### src/rtl/keypad_entry_if.sv
// ============================================================================
// Module      : keypad_entry_if
// Description : Signal bundle between the keypad input stage and its
//               environment (keypad matrix and the credential-check logic).
//               The slave modport is the keypad_entry side; the master
//               modport is the keypad/consumer side.
// Ports       : iRows        - keypad rows, active-low (into keypad_entry)
//               oCols        - column drive, one-hot-low
//               ubInputData  - last accepted key code (held)
//               vfnKeyStrobe - one-cycle pulse on key acceptance
//               vfnKeyHeld   - high from acceptance until release debounced
// Revision    : 1.0 - initial release
// ============================================================================
`default_nettype none

interface keypad_entry_if;
   logic [3:0] iRows;
   logic [3:0] oCols;
   logic [3:0] ubInputData;
   logic       vfnKeyStrobe;
   logic       vfnKeyHeld;

   modport master (
      output iRows,
      input  oCols,
      input  ubInputData,
      input  vfnKeyStrobe,
      input  vfnKeyHeld
   );

   modport slave (
      input  iRows,
      output oCols,
      output ubInputData,
      output vfnKeyStrobe,
      output vfnKeyHeld
   );
endinterface

`default_nettype wire

### src/rtl/keypad_entry.sv
// ============================================================================
// Module      : keypad_entry
// Description : 4x4 active-low matrix keypad scanner with press and release
//               debouncing. Presents the accepted key as a held 4-bit code
//               (4*row + column), plus a one-cycle strobe and a held level.
// Ports       : clk  - system clock, rising edge
//               rst  - asynchronous active-high reset
//               kp   - keypad_entry_if.slave (iRows in; oCols, ubInputData,
//                      vfnKeyStrobe, vfnKeyHeld out; all outputs registered)
// Parameters  : SCAN_DIV   - cycles each column is driven (>= 4)
//               DEB_CYCLES - stable cycles to accept a press / release (>= 1)
// Revision    : 1.0 - initial release
// ============================================================================
`default_nettype none

module keypad_entry #(
   parameter int SCAN_DIV   = 1000,
   parameter int DEB_CYCLES = 20000
) (
   input  logic         clk,
   input  logic         rst,
   keypad_entry_if.slave kp
);

   // One counter serves both the scan divider and the debounce timer.
   localparam int CNT_MAX = (SCAN_DIV > DEB_CYCLES) ? SCAN_DIV : DEB_CYCLES;
   localparam int CNT_W   = (CNT_MAX > 1) ? $clog2(CNT_MAX) : 1;
   localparam logic [CNT_W-1:0] SCAN_TC = CNT_W'(SCAN_DIV - 1);
   localparam logic [CNT_W-1:0] DEB_TC  = CNT_W'(DEB_CYCLES - 1);
   localparam logic [3:0]       ROWS_IDLE = 4'b1111;

   typedef enum logic [1:0] {
      ST_SCAN     = 2'd0,
      ST_DEBOUNCE = 2'd1,
      ST_HELD     = 2'd2,
      ST_RELEASE  = 2'd3
   } state_t;

   state_t           state_q, state_d;
   logic [CNT_W-1:0] cnt_q, cnt_d;
   logic [3:0]       sync1_q;
   logic [3:0]       rs_q;
   logic [3:0]       cols_q, cols_d;
   logic [3:0]       pat_q, pat_d;
   logic [3:0]       code_q, code_d;
   logic [3:0]       data_q, data_d;
   logic             strobe_q, strobe_d;
   logic             held_q, held_d;

   logic [2:0]       low_cnt;
   logic [1:0]       row_idx;
   logic [1:0]       col_idx;
   logic [3:0]       cols_rot;

   // ------------------------------------------------------------------
   // Row synchronizer: idle value (all high) so reset never looks like a key
   // ------------------------------------------------------------------
   always_ff @(posedge clk or posedge rst) begin
      if (rst) begin
         sync1_q <= ROWS_IDLE;
         rs_q    <= ROWS_IDLE;
      end else begin
         sync1_q <= kp.iRows;
         rs_q    <= sync1_q;
      end
   end

   // ------------------------------------------------------------------
   // Row/column decode. low_cnt lets the scanner reject multi-key chords.
   // ------------------------------------------------------------------
   always_comb begin
      low_cnt = 3'd0;
      row_idx = 2'd0;
      col_idx = 2'd0;
      for (int r = 0; r < 4; r++) begin
         if (!rs_q[r]) begin
            low_cnt = low_cnt + 3'd1;
            row_idx = 2'(r);
         end
      end
      for (int c = 0; c < 4; c++) begin
         if (!cols_q[c]) begin
            col_idx = 2'(c);
         end
      end
   end

   // Rotating the single low bit left walks col0 -> col1 -> col2 -> col3 -> col0.
   assign cols_rot = {cols_q[2:0], cols_q[3]};

   // ------------------------------------------------------------------
   // State register
   // ------------------------------------------------------------------
   always_ff @(posedge clk or posedge rst) begin
      if (rst) begin
         state_q  <= ST_SCAN;
         cnt_q    <= '0;
         cols_q   <= 4'b1110;
         pat_q    <= ROWS_IDLE;
         code_q   <= 4'd0;
         data_q   <= 4'd0;
         strobe_q <= 1'b0;
         held_q   <= 1'b0;
      end else begin
         state_q  <= state_d;
         cnt_q    <= cnt_d;
         cols_q   <= cols_d;
         pat_q    <= pat_d;
         code_q   <= code_d;
         data_q   <= data_d;
         strobe_q <= strobe_d;
         held_q   <= held_d;
      end
   end

   // ------------------------------------------------------------------
   // Next-state and output logic
   // ------------------------------------------------------------------
   always_comb begin
      state_d  = state_q;
      cnt_d    = cnt_q + CNT_W'(1);
      cols_d   = cols_q;
      pat_d    = pat_q;
      code_d   = code_q;
      data_d   = data_q;
      strobe_d = 1'b0;
      held_d   = held_q;

      case (state_q)
         ST_SCAN: begin
            if (cnt_q == SCAN_TC) begin
               cnt_d = '0;
               if (low_cnt == 3'd1) begin
                  // Keep the column driven so the debounce watches the same key.
                  pat_d   = rs_q;
                  code_d  = {row_idx, col_idx};
                  state_d = ST_DEBOUNCE;
               end else begin
                  cols_d = cols_rot;
               end
            end
         end

         ST_DEBOUNCE: begin
            // Mismatch is tested before the terminal count, so a row change
            // on the last cycle rejects the key.
            if (rs_q != pat_q) begin
               cnt_d   = '0;
               cols_d  = cols_rot;
               state_d = ST_SCAN;
            end else if (cnt_q == DEB_TC) begin
               cnt_d    = '0;
               data_d   = code_q;
               strobe_d = 1'b1;
               held_d   = 1'b1;
               state_d  = ST_HELD;
            end
         end

         ST_HELD: begin
            // Counter parked at zero; no auto-repeat from here.
            cnt_d = '0;
            if (rs_q == ROWS_IDLE) begin
               state_d = ST_RELEASE;
            end
         end

         ST_RELEASE: begin
            if (rs_q != ROWS_IDLE) begin
               cnt_d   = '0;
               state_d = ST_HELD;
            end else if (cnt_q == DEB_TC) begin
               cnt_d   = '0;
               held_d  = 1'b0;
               cols_d  = cols_rot;
               state_d = ST_SCAN;
            end
         end

         default: begin
            cnt_d   = '0;
            state_d = ST_SCAN;
         end
      endcase
   end

   assign kp.oCols        = cols_q;
   assign kp.ubInputData  = data_q;
   assign kp.vfnKeyStrobe = strobe_q;
   assign kp.vfnKeyHeld   = held_q;

endmodule

`default_nettype wire

### src/flat_wrapper.sv
// flat-port wrapper written by rule: the top's interface ports become plain ports
module keypad_entry_flat 
#(
   parameter int SCAN_DIV   = 1000,
   parameter int DEB_CYCLES = 20000
)
  (clk, rst, kp_iRows, kp_oCols, kp_ubInputData, kp_vfnKeyStrobe, kp_vfnKeyHeld);
  keypad_entry_if kp_i ();
  input  logic clk;
  input  logic rst;
  input wire logic [$bits(kp_i.iRows)-1:0] kp_iRows;
  output wire logic [$bits(kp_i.oCols)-1:0] kp_oCols;
  output wire logic [$bits(kp_i.ubInputData)-1:0] kp_ubInputData;
  output wire logic [$bits(kp_i.vfnKeyStrobe)-1:0] kp_vfnKeyStrobe;
  output wire logic [$bits(kp_i.vfnKeyHeld)-1:0] kp_vfnKeyHeld;
  assign kp_i.iRows = kp_iRows;
  assign kp_oCols = kp_i.oCols;
  assign kp_ubInputData = kp_i.ubInputData;
  assign kp_vfnKeyStrobe = kp_i.vfnKeyStrobe;
  assign kp_vfnKeyHeld = kp_i.vfnKeyHeld;
  keypad_entry #(.SCAN_DIV(SCAN_DIV), .DEB_CYCLES(DEB_CYCLES)) u_core (.clk(clk), .rst(rst), .kp(kp_i));
endmodule
### config.mk
export PLATFORM = sky130hd
export DESIGN_NAME = keypad_entry_flat
export DESIGN_NICKNAME = d
export VERILOG_FILES = /design/src/rtl/keypad_entry_if.sv /design/src/rtl/keypad_entry.sv /design/src/flat_wrapper.sv
export SDC_FILE = /design/constraint.sdc
export NUM_CORES = 1
export LEC_CHECK = 0
export ABC_AREA = 1
export BUFFER_PORTS_ARGS = -buffer_cell sky130_fd_sc_hd__buf_2
export CORE_ASPECT_RATIO = 0.7
export CORE_MARGIN = 1.5
export CORE_UTILIZATION = 60
export DETAILED_ROUTE_END_ITERATION = 10
export MAX_ROUTING_LAYER = met4
export PLACE_DENSITY = 0.84
export RECOVER_POWER = 25
export SLEW_MARGIN = 40
export SYNTH_ARGS = -nofsm -noshare
export SYNTH_HDL_FRONTEND = slang
export SYNTH_SLANG_ARGS = --single-unit
### constraint.sdc
create_clock -name clk -period 4.7 [get_ports clk]
set_clock_uncertainty 0.05 [all_clocks]
set_input_delay 0.235 -clock clk [delete_from_list [all_inputs] [get_ports clk]]
set_output_delay 0.235 -clock clk [all_outputs]
set_load 0.02 [all_outputs]
Yosys cells after proc, flatten, opt, wreduce, memory -nomap -nowiden
Cells that the tools add are included.

storage, ports and cells
  register bits = 43
  bits in latches = 0
  bits in writable memories = 0
  bits in read-only memories = 0
  input port bits = 6
  output and inout bits = 10
  logic and storage cells = 80
  memories = 0

operators by class
  add/subtract/negate cells = 4
  multiply operators = 0
  divide/modulo/power cells = 0
  order comparisons = 0
  equality and inequality tests = 20
  shift-type cells = 0
  mux-type cells = 37
  bitwise logic cells = 1
  reduce and logical (&&, ||, !) cells = 8

operators by type and width
  kind                                                    count
  two-way mux 15 bit                                      4
  case mux 15 bit (4 select lines)                        1
  two-way mux 2 bit                                       11
  two-way mux 4 bit                                       5
  adder 15 x 1 -> 15 bit (second input constant)          1
  == test 15 x 10 -> 1 bit (second input constant)        1
  == test 15 bit (second input constant)                  1
  inequality test 2 x 1 -> 1 bit (second input constant)  6
  case mux 4 bit (3 select lines)                         1
  two-way mux 1 bit                                       10
  AND reduction 5 bit                                     2
  two-way mux 3 bit                                       3
  case mux 2 bit (4 select lines)                         1
  adder 3 x 1 -> 3 bit (second input constant)            2
  inequality test 2 bit (second input constant)           3
  inequality test 3 x 1 -> 1 bit (second input constant)  2
  AND reduction 3 bit                                     2
  AND reduction 6 bit                                     1
  == test 2 bit (second input constant)                   2
  == test 4 bit (second input constant)                   1
  inequality test 4 bit                                   1
  inequality test 4 bit (second input constant)           1
  == test 3 x 1 -> 1 bit (second input constant)          1
  nonzero test 3 bit                                      1
  other kinds (6)                                         6

Depth between registers and ports, before layout
Gate-level depths: netlist (run 1).

  depth in word-level cells = 11
  depth in mapped cells = 16
  gate-level depth less buffers = 16

Worst setup path after synthesis (run 1)
OpenSTA, ideal clock, no wires.

  path kind = register -> register
  from = register u_core.rs_q[1]
  to = register u_core.code_q[3]
  setup time = 0.129 ns
  arrival time = 2.140 ns
  required time = 4.521 ns
  path slack = 2.381 ns
  stages on the path, launching flop included = 13
  buffers on the path = 1
  clock period less this slack = 2.319 ns
  path through = dfstp_2 > inv_1 > ha_1 > inv_1 > nand2_2 > nand2_2 > ha_1 > or2_1 > nand2_1 > nand4_4 > nor2_4 > buf_6 > o21ai_0

on the way
  cells in the longest elaborated chain, start to end = 7

RTL lines
  what                                      line                 source
  start, declared                           keypad_entry.sv:42   logic [3:0] rs_q;
  start signal, assigned                    keypad_entry.sv:64   rs_q <= sync1_q;
  two-way mux 3 bit (*)                     keypad_entry.sv:76   if (!rs_q[r]) begin
  adder 3 x 1 -> 3 bit                      keypad_entry.sv:77   low_cnt = low_cnt + 3'd1;
  two-way mux 3 bit (*)                     keypad_entry.sv:76
  adder 3 x 1 -> 3 bit                      keypad_entry.sv:77
  two-way mux 3 bit (*)                     keypad_entry.sv:76
  == test 3 x 1 -> 1 bit (*)                keypad_entry.sv:133  if (low_cnt == 3'd1) begin
  AND reduction 3 bit (no source line) (*)  --
  end signal, assigned                      keypad_entry.sv:109  code_q <= code_d;
  end, declared                             keypad_entry.sv:45   logic [3:0] code_q, code_d;

Every way passes the cells marked *; elsewhere a longest branch is shown, timed or not.
A chain may end at the register's enable or synchronous reset.

Final worst setup path (run 1)
Same ends and word-level chain as after synthesis.

==> impl_metrics.json, run 1 <==
{
  "outcome": "complete, but fails checks",
  "fillers": 295,
  "antenna_found_initial": 0,
  "cp_data_arrival_time_ns": 2.77,
  "final_util_pct": 70.13,
  "clock-root-buffer": "clkbuf_8",
  "port_buffers": 15,
  "drc": 0,
  "first_pass_iters": 5,
  "cts_tree": "built",
  "crit_slowest_cell": "dfstp_2",
  "drv_cap": 1,
  "synth-simple-area-share_pct": 29.88,
  "violations": "max-capacitance violations, max-slew violations",
  "core_area_um2": 3536,
  "setup_viol": 0,
  "fin_tns_setup_ns": 0,
  "max_stage_delay_ns": 0.56,
  "grt_pass1_vias": 1447,
  "mappedNetlistNets": 284,
  "worst_slack_ns": 2.106,
  "relSlewSlack_pct": -42.78,
  "final_common_cell": "nand2_1",
  "area_growth_pct": 10.91,
  "placed_area_um2": 2336,
  "powerDensity_nw_per_um2": 272.8,
  "path_class": "reg2reg",
  "crit_path_cell_trace": "inv_1 -> ha_1 -> inv_1 -> nand2_2 -> nand2_2 -> ha_1 -> or2_1 -> nand2_1 -> nand4_4 -> nor2_4 -> o21ai_0 -> o21ai_0",
  "track_usage_pct": 21.23,
  "nNetsFinal": 307,
  "routabilityCongestion": 0.9174,
  "cts_buffers": 5,
  "final.period_utilization_pct": 55.19,
  "clock_latency_ns": 0.29,
  "seqCellArea_um2": 1095,
  "synth_area_per_cell_um2": 8.160,
  "end_kind": "register",
  "synth_adder_area_share_pct": 2.238,
  "path_delay_family": "simple AND/OR/NAND/NOR gates",
  "ir_drop_mv": 0.2468,
  "synthXorXnorAreaFrac_pct": 1.959,
  "finalInstanceArea_um2": 2480,
  "holdCritPathClass": "reg2reg",
  "drive_above_1_share_pct": 21.81,
  "die_h_um": 54.08,
  "antenna_left": 0,
  "grt.overflow.total": 0,
  "clkSinkCount": 43,
  "n_antenna_cell": 0,
  "netlist_area_um2": 2236,
  "synthMuxAreaShare_pct": 0,
  "die_w_um": 75.96,
  "grt_pass1_wl_mm": 6.389,
  "min_period_ns": 2.594,
  "wl_per_cell_um": 11.42,
  "hold_viol": 0,
  "fmax_mhz": 385.5,
  "multi_input_area_um2": 932.1,
  "synth_cell_types": 29,
  "die_area_um2": 4108,
  "rsz0062_at_grt": "no",
  "crit_buf_inv": 2,
  "ys_seq_area_share_pct": 48.96,
  "dr_total_vias": 1767,
  "final_cell_mix": "75 x nand2_1, 38 x inv_1, 31 x nor2_1",
  "synth_top_family_by_area": "simple AND/OR/NAND/NOR gates",
  "grt_max_degree": 44,
  "ctsResizeCount": 0,
  "synth_compound_area_share_pct": 7.611,
  "start_util_pct": 63.23,
  "path_clk_slew_ns": 0.08,
  "cts.path.max_buffers": 2,
  "vias_per_cell": 5.078,
  "worstPathRequired_ns": 4.87,
  "cts_max_level": 2,
  "place_hpwl_mm": 2.814,
  "p_leak_nw": 1.250,
  "ys_seq_elements": 43,
  "start_kind": "register",
  "critical_path.max_fanout": 15,
  "yosys_warnings": 0,
  "post-place-ws_ns": 2.139,
  "drtIter0Drc": 78,
  "drv_slew": 44,
  "pin_count": 16,
  "syn_inst": 274,
  "totalWireLength_mm": 3.974,
  "rows": 18,
  "hold_slack_ns": 0.3081,
  "tightest_slew_ns": 2.142
}
timing repair:
| action | 4_1_cts | 5_1_grt |
|---|---|---|
| buffers inserted | 0 | 0 |
| hold buffers | 4 | 0 |
| hold endpoints to repair | 4 | 0 |
synth_stat cells (all sizes together):
master | instances | area share [%]
nand2 | 81 | 14
inv | 43 | 7.3
nor2 | 35 | 6.5
dfrtp | 28 | 31
nand3 | 18 | 4.0
o21ai | 18 | 5.0
dfstp | 15 | 18
nand4 | 7 | 2.6
a21oi | 5 | 1.6
nor3 | 5 | 1.6
buf | 4 | 2.0
ha | 4 | 2.2
or2 | 3 | 0.84
xor2 | 3 | 1.2
xnor2 | 2 | 0.78
a31oi | 1 | 0.28
o21a | 1 | 0.34
o21bai | 1 | 0.34
layout make-up:
class / instances / share of cell area (%)
Sequential cell: 43 / 44.15
Multi-Input combinational cell: 184 / 37.59
Clock inverter: 2 / 0.5550
Timing Repair Buffer: 20 / 4.793
Inverter: 43 / 6.609
Clock buffer: 6 / 3.784
Tap cell: 50 / 2.523
power by group:
part | total (W) | internal, W | leakage, nW | switching [W]
Clock | 0.000259 | 0.000137 | 0.0563 | 0.000123
Sequential | 0.000380 | 0.000376 | 0.533 | 0.00000393
Combinational | 0.0000367 | 0.0000127 | 0.661 | 0.0000241
worst paths after layout:
kind                                   start          endpoint  slack, ns  depth (start not counted)
setup / recovery              u_core.rs_q[1]  u_core.code_q[3]       2.11                         12
hold / removal             u_core.sync1_q[3]    u_core.rs_q[3]       0.31                          0
setup reg to reg              u_core.rs_q[1]  u_core.code_q[3]       2.11                         12
hold reg to reg            u_core.sync1_q[3]    u_core.rs_q[3]       0.31                          0
max in group asynchronous                rst  u_core.cnt_q[11]       2.71                          3
min in group asynchronous                rst   u_core.cnt_q[7]       0.66                          3
per-layer routing:
| metal | up-vias | wire (µm) | GRT usage (%) |
|---|---|---|---|
| met2 | 56 | 1595 | 29.73 |
| met5 | - | 0 | - |
| met3 | 8 | 241 | 5.763 |
| met4 | 0 | 51 | 7.407 |
| li1 | 898 | - | - |
| met1 | 805 | 2087 | 29.75 |
per-stage QoR:
stage          std cells  power (W)
2_1_floorplan        274  0.0004133
3_3_place_gp         336  0.0004203
3_5_place_dp         336  0.0004219
4_1_cts              348  0.0006851
5_1_grt              348  0.0007062
6_report             348  0.0006766
sequential cells by signal, summed over array words and instances, names as in the netlist:
name,flops
u_core.kp.vfnKeyHeld,1
u_core.kp.ubInputData,4
u_core.state_q,2
u_core.code_q,4
u_core.pat_q,4
u_core.cnt_q,15
u_core.kp.vfnKeyStrobe,1
u_core.sync1_q,4
u_core.kp.oCols,4
u_core.rs_q,4
logic make-up (layout without fill, tap and decap cells):
logic type / count (synthesis) / after routing
adders and majority gates: 4 / 4
AOI/OAI and AO/OA: 26 / 26
and+or+nand+nor: 149 / 149
xor gates and xnor gates: 5 / 5
buffers and inverters: 47 / 71
DFF: 43 / 43
Note: power is estimated with default switching activity, not from simulation.
==> inputs of run 2 (changes only) <==
--- a/config.mk
+++ b/config.mk
@@ -9,10 +9,10 @@
 export BUFFER_PORTS_ARGS = -buffer_cell sky130_fd_sc_hd__buf_2
 export CORE_ASPECT_RATIO = 0.7
 export CORE_MARGIN = 1.5
-export CORE_UTILIZATION = 60
+export CORE_UTILIZATION = 54
 export DETAILED_ROUTE_END_ITERATION = 10
 export MAX_ROUTING_LAYER = met4
-export PLACE_DENSITY = 0.84
+export PLACE_DENSITY = 0.8
 export RECOVER_POWER = 25
 export SLEW_MARGIN = 40
 export SYNTH_ARGS = -nofsm -noshare
==> constraint.sdc (replaced) <==
create_clock -name clk -period 2.3 [get_ports clk]
set_clock_uncertainty 0.05 [all_clocks]
set_input_delay 0.115 -clock clk [delete_from_list [all_inputs] [get_ports clk]]
set_output_delay 0.115 -clock clk [all_outputs]
set_load 0.02 [all_outputs]
==> impl_metrics.json, run 2 (synthesized netlist as in run 1, its figures left out) <==
{
  "largest_reg_flops": 15,
  "n_antenna_cell": 0,
  "crit_buf_inv": 3,
  "max_stage_delay_ns": 0.54,
  "crit_slowest_cell": "dfstp_2",
  "cts_max_level": 2,
  "die_area_um2": 4542,
  "antenna_left": 0,
  "wl_per_cell_um": 11.95,
  "drtIter0Drc": 128,
  "port_buffers": 15,
  "track_usage_pct": 20.55,
  "rsz0062_at_grt": "yes",
  "die_h_um": 56.84,
  "first_pass_iters": 5,
  "cts.path.max_buffers": 2,
  "tightest_slew_ns": 1.023,
  "grt_pass1_wl_mm": 6.893,
  "p_leak_nw": 1.300,
  "path_delay_family": "simple AND/OR/NAND/NOR gates",
  "vias_per_cell": 4.861,
  "routabilityCongestion": 0.8468,
  "holdCritPathClass": "reg2reg",
  "fmax_mhz": 442.0,
  "min_period_ns": 2.263,
  "setup_viol": 0,
  "grt_max_degree": 44,
  "drv_cap": 0,
  "cts_tree": "built",
  "area_growth_pct": 17.40,
  "powerDensity_nw_per_um2": 521.6,
  "regMostFlops": "u_core.cnt_q",
  "drv_slew": 0,
  "drive_above_1_share_pct": 28.90,
  "nNetsFinal": 317,
  "outcome": "finished, final reports clean",
  "final.period_utilization_pct": 98.37,
  "relSlewSlack_pct": 31.79,
  "drc": 0,
  "clock_latency_ns": 0.30,
  "start_util_pct": 56.66,
  "grt.overflow.total": 0,
  "end_kind": "register",
  "cts_buffers": 5,
  "dr_total_vias": 1750,
  "ir_drop_mv": 0.2818,
  "rows": 19,
  "hold_viol": 0,
  "crit_path_cell_trace": "inv_2 -> ha_4 -> inv_2 -> nand2_4 -> nand2_4 -> ha_4 -> or2_1 -> nand2_2 -> nand4_4 -> nor2_4 -> buf_6 -> nand2_2 -> o21ai_1",
  "final_util_pct": 66.52,
  "path_class": "reg2reg",
  "clkSinkCount": 43,
  "critical_path.max_fanout": 6,
  "place_hpwl_mm": 2.940,
  "cp_data_arrival_time_ns": 2.43,
  "totalWireLength_mm": 4.301,
  "die_w_um": 79.91,
  "hold_slack_ns": 0.3068,
  "clock-root-buffer": "clkbuf_8",
  "worstPathRequired_ns": 2.47,
  "path_clk_slew_ns": 0.07,
  "grt_pass1_vias": 1535,
  "final_cell_mix": "68 x nand2_1, 34 x inv_1, 31 x nor2_1",
  "start_kind": "register",
  "antenna_found_initial": 0,
  "final_common_cell": "nand2_1",
  "pin_count": 16,
  "core_area_um2": 3946
}
-- run 2: changes by cell type in the layout (fill, tap and decap cells not counted), moves of 4 or more --
cell,before,now
inv_1,38,34
buf_4,0,7
o21ai_0,11,7
inv_2,4,8
nand2_1,75,68
nand2_2,6,11
-- run 2: worst paths after layout --
| check | start | end | slack, ns | cells past startpoint |
|---|---|---|---|---|
| min in group asynchronous | rst | u_core.code_q[2] | 0.63 | 4 |
| worst min-delay path | u_core.sync1_q[2] | u_core.rs_q[2] | 0.31 | 0 |
| worst max register to register | u_core.rs_q[1] | u_core.code_q[0] | 0.04 | 13 |
| max in group asynchronous | rst | u_core.cnt_q[14] | 0.95 | 4 |
| worst min register to register | u_core.sync1_q[2] | u_core.rs_q[2] | 0.31 | 0 |
| worst max-delay path | u_core.rs_q[1] | u_core.code_q[0] | 0.04 | 13 |
-- run 2: report_power, final --
part / leakage (nW) / switching (W) / internal, W
clock network: 0.0482 / 0.000243 / 0.000242
logic: 0.719 / 0.0000636 / 0.0000441
registers: 0.533 / 0.00000728 / 0.000769
-- run 2: repair_timing --
action | in CTS | in global routing
setup buffers | 0 | 3
pin swaps | 1 | 7
endpoints found under the setup margin | 1 | 14
resized for setup | 0 | 23
hold buffers | 5 | 0
endpoints found under the hold margin | 32 | 0
-- run 2: layout make-up --
type / count / area, µm²
fillers: 340 / 1321
flip-flops and latches: 43 / 1095
multi-input cells: 184 / 1006
repair buffers: 30 / 203.9
inverters: 43 / 163.9
clock buffers: 7 / 86.33
well taps: 52 / 65.06
clock inverters: 1 / 5.005
-- run 2: stage by stage --
stage                     area, µm²  total power, W  setup TNS, ns  std cells  worst slack [ns]
final                          2625        0.001369              0        360           0.03746
after global routing           2625        0.001428        -0.2051        360          -0.04351
after CTS                      2540        0.001368              0        357          0.007985
after detailed placement       2399       0.0008710      -0.001560        344         -0.001560
after global placement         2399       0.0008692              0        344           0.07003
after floorplan                2251       0.0008480              0        274           0.02701
-- run 2: per-layer routing --
layer | GRT usage [%] | vias up | part of all wire (%)
met4 | 6.650 | 0 | 1.3
met1 | 30.35 | 791 | 52
li1 | - | 917 | -
met3 | 4.878 | 5 | 3.9
met5 | - | - | 0
met2 | 27.73 | 37 | 43
